**src/rtl/tick_deserializer.sv**
```systemverilog
// tick_deserializer: shifts in one bit per sample_tick, MSB-first, and offers each completed
// DATA_WIDTH-bit word through a one-word valid/ready holding register with a sticky overrun flag.
module tick_deserializer #(
  parameter int DATA_WIDTH = 8
) (
  input  logic                          sys_clk,
  input  logic                          rst,
  input  logic                          sample_tick,
  input  logic                          bit_in,
  input  logic                          out_ready,
  input  logic                          clr_overrun,
  output logic [DATA_WIDTH-1:0]         out_data,
  output logic                          out_valid,
  output logic                          overrun,
  output logic [$clog2(DATA_WIDTH)-1:0] bit_count
);
  localparam int CW = $clog2(DATA_WIDTH);
  typedef enum logic {EMPTY, FULL} state_t;
  state_t                state_q, state_d;
  logic [DATA_WIDTH-1:0] shreg_q, shreg_d, data_q, data_d, word;
  logic [CW-1:0]         bit_count_q, bit_count_d;
  logic                  overrun_q, overrun_d, wc, load, drop;
  always_comb begin
    word        = {shreg_q[DATA_WIDTH-2:0], bit_in};
    wc          = sample_tick && bit_count_q == CW'(DATA_WIDTH - 1);
    load        = wc && (state_q == EMPTY || out_ready);
    drop        = wc && !load;
    shreg_d     = sample_tick ? word : shreg_q;
    bit_count_d = wc ? '0 : sample_tick ? bit_count_q + CW'(1) : bit_count_q;
    state_d     = load ? FULL : out_ready ? EMPTY : state_q;
    data_d      = load ? word : data_q;
    // a drop in the same cycle as a clear leaves the flag set
    overrun_d   = drop || (overrun_q && !clr_overrun);
  end
  always_ff @(posedge sys_clk or posedge rst) begin
    if (rst) begin
      state_q     <= EMPTY;
      shreg_q     <= '0;
      data_q      <= '0;
      bit_count_q <= '0;
      overrun_q   <= 1'b0;
    end else begin
      state_q     <= state_d;
      shreg_q     <= shreg_d;
      data_q      <= data_d;
      bit_count_q <= bit_count_d;
      overrun_q   <= overrun_d;
    end
  end
  assign out_data  = data_q;
  assign out_valid = state_q == FULL;
  assign overrun   = overrun_q;
  assign bit_count = bit_count_q;
endmodule

```
**config.mk**
```make
export PLATFORM = sky130hd
export DESIGN_NAME = tick_deserializer
export DESIGN_NICKNAME = d
export VERILOG_FILES = /design/src/rtl/tick_deserializer.sv
export SDC_FILE = /design/constraint.sdc
export NUM_CORES = 1
export LEC_CHECK = 0
export BUFFER_PORTS_ARGS = -buffer_cell sky130_fd_sc_hd__buf_2
export CAP_MARGIN = 20
export CORE_UTILIZATION = 54
export DETAILED_ROUTE_END_ITERATION = 6
export GPL_ROUTABILITY_DRIVEN = 0
export PLACE_DENSITY = 0.86
export SLEW_MARGIN = 25
export SYNTH_ARGS = -nofsm -noshare
export SYNTH_HDL_FRONTEND = slang
export SYNTH_SLANG_ARGS = --single-unit
```
**constraint.sdc**
```tcl
create_clock -name sys_clk -period 3.4 [get_ports sys_clk]
set_input_delay 0.68 -clock sys_clk [delete_from_list [all_inputs] [get_ports sys_clk]]
set_output_delay 0.68 -clock sys_clk [all_outputs]
set_load 0.005 [all_outputs]
```
==> summary.txt <==
Synthesis
  – Register area share after synthesis: 0.601
  – Unique cell type count in the Yosys netlist: 14
  – Number of warnings printed during yosys synthesis: 0
  – Post-synthesis net count: 60
  – Seq cells post-synth: 20
  – Post-Syn Area: 833 sq um
  – Mapped Avg Cell Area: 16.0 sq um
  – Syn Inst Count: 52

Finish
  – Number of diodes: 0
  – Top library cells by usage in the layout, fill and taps aside: sky130_fd_sc_hd__dfrtp_1, sky130_fd_sc_hd__buf_2, sky130_fd_sc_hd__mux2_2, sky130_fd_sc_hd__mux2_4
  – Fill cell count: 93
  – Non-Filler Cell Area, Final: 962 sq um
  – Proportion of layout cells with a drive suffix above 1: 0.569
  – Final net count: 81
  – Area added between synthesis and finish: 15.5%
  – Most common library cell in the layout ignoring fill and taps: sky130_fd_sc_hd__dfrtp_1

Critical path
  – Crit. path cell count: 5
  – Buffers & Inverters on Critical Path: 0
  – Most common cell type on the critical path: sky130_fd_sc_hd__ha_1
  – Type of the worst setup path: register to register
  – Critical-path cell with the highest stage delay: sky130_fd_sc_hd__dfrtp_1
  – Launching element type of the critical path: register
  – Arrival time at the worst endpoint: 1860 ps
  – Largest stage delay on the critical path: 410 ps
  – Cell family with the largest share of critical-path delay: simple AND/OR/NAND/NOR gates
  – Maximum net fanout on the critical path: 8
  – Endpoint kind of the worst setup timing path: register
  – Cell Chain, Critical Path: ha_1 > ha_1 > nand2_2 > nor2b_4 > mux2_4
  – Critical path data required time: 3600 ps
  – Worst reg-to-reg path cell count: 5

Routing
  – DRT iter0 DRCs: 6
  – Post-DRT Antenna Nets: 0
  – Post-route DRC violation count: 0
  – Via density: 4.97
  – Wire length reported by the detailed router: 1.22 mm
  – Length of routed met3 wiring: 77 microns
  – First-pass DRT Iterations: 2
  – Count of vias placed by the detailed router: 432
  – Routed length per placed instance: 14.0 microns
  – Routed met2 length: 493 microns
  – WL met1: 628 microns
  – Top layer reached by signal wires: met4

STA
  – Worst slew margin relative to its limit: 0.532
  – Total Negative Setup Slacks: 0 ps
  – Post-route fraction of the period consumed by the critical path: 0.487
  – Unrepaired setup endpoints after global routing: false
  – Final Skew: 2.08 ps
  – Total of endpoints with negative setup slack in the final report: 0
  – PnR worst setup slack: 1740 ps
  – Number of pins with negative max-slew slack in the final report: 0
  – Final-report hold violation count: 0
  – Post-route minimum period: 1660 ps
  – Worst-Margin Slew: 702 ps
  – Max Fclk: 0.604 GHz

Power and ir drop
  – Sequential group share of total power: 0.508
  – Share of power burned in the clock network: 0.186
  – Switch share: 0.275
  – Combinational Power Share: 0.306
  – Power density over the cells: 766 mW/mm^2
  – Total internal power: 0.000534 W
  – Worst ir drop on vdd: 0.333 mV
  – Switching power: 0.000203 W
  – Static leakage: 0.495 nW

GRT
  – Number of antenna violations at the first check in global routing: 0
  – First-pass GRT wire length: 1.78 mm
  – Largest net degree at the start of global routing: 21
  – Global route overflow: 0
  – Number of global-route vias before repair: 390
  – Global-route total usage across every layer: 0.174

Clock tree
  – Clock transition time at the flip-flop clock pins of the worst setup and hold paths: 110 ps
  – Bufs on Longest Clock Path: 2
  – Number of levels the H-tree was split into: 1
  – Hold_buf cts: 0
  – Clock insertion delay at the later pin of the skew report: 300 ps
  – Clock sink count: 20
  – Inserted Clock Buffers: 3
  – Total of cells resized after clock tree synthesis: 0
  – Root Driver: sky130_fd_sc_hd__clkbuf_4
  – # Post-CTS Setup Buffers: 0
  – TritonCTS clock tree: yes

Floorplanning
  – Standard cell core area: 0.00137 sq mm
  – Initial core utilization: 0.610
  – Cell row count: 13
  – Chip width: 41.3 microns
  – Total Die Area: 0.00170 sq mm
  – Die height: 41.3 microns
  – I/O Pins: 19

Run
  – Max-cap check violation count: 0

Placement
  – Setup slack at placement: 1570 ps
  – Instance area at placement: 926 sq um
  – Count of input and output buffers: 18
  – HPWL after detailed placement: 878 microns

Outcome
  – Status: finished clean

Hold path
  – Worst hold path type: primary input to asynchronous set/reset pin
per-stage QoR:
step,utilization,cells,total power [W],hold slack [ps]
floorplan,-,52,0.000517,477
global placement,0.678,83,0.000592,485
detailed placement,0.678,83,0.000607,493
CTS,0.704,87,0.000745,487
global route,0.704,87,0.000800,516
finish,0.704,87,0.000737,466
area by class of cell:
type / count / area (sq um) / area share
timing repair buffer: 18 / 90.1 / 0.0936
multi-input combinational: 27 / 305 / 0.317
sequential: 20 / 500 / 0.520
inverter: 3 / 11.3 / 0.0117
tap: 15 / 18.8 / 0.0195
clock buffer: 4 / 36.3 / 0.0377
synth_stat cells, drive strengths merged:
master / n / area share
buf: 2 / 0.020
ha: 2 / 0.030
dfrtp: 20 / 0.60
nor2b: 1 / 0.017
inv: 3 / 0.014
mux2i: 1 / 0.012
o22ai: 2 / 0.015
mux2: 16 / 0.25
nand2: 3 / 0.017
nand2b: 2 / 0.024
final timing paths:
| check | start | end | slack (ps) |
|---|---|---|---|
| worst max register to register | bit_count[0] | out_data[4] | 1740 |
| worst min-delay path | rst | out_data[7] | 470 |
| worst min register to register | out_data[2] | out_data[2] | 520 |
| max in group asynchronous | rst | out_data[2] | 2500 |
| worst max-delay path | bit_count[0] | out_data[4] | 1740 |
| min in group sys_clk | out_data[2] | out_data[2] | 520 |
metal layers:
metal / track usage / vias to the layer above
li1: - / 217
met1: 0.229 / 198
met5: 0 / -
met2: 0.242 / 15
met4: 0.0887 / 0
met3: 0.0761 / 2
power groups by stage:
stage	Sequential, W	Combinational [W]	Clock (W)
6_report	0.000374	0.000226	0.000137
3_5_place_dp	0.000379	0.000228	0
5_1_grt	0.000387	0.000260	0.000153
3_3_place_gp	0.000372	0.000220	0
4_1_cts	0.000373	0.000231	0.000141
2_1_floorplan	0.000376	0.000141	0
flip-flops by register name, indices dropped and copies added (netlist names):
signal,count
out_valid,1
out_data,8
overrun,1
shreg_q,7
bit_count,3
cell families after synthesis:
family | Yosys count | synth area share
AO/OA/AOI/OAI | 2 | 0.0150
adder cells (fa/ha/maj) | 2 | 0.0300
buffers and inverters | 5 | 0.0330
flip-flops | 20 | 0.601
multiplexers | 17 | 0.264
AND/OR/NAND/NOR | 6 | 0.0571
(Power assumes the default switching activity.)
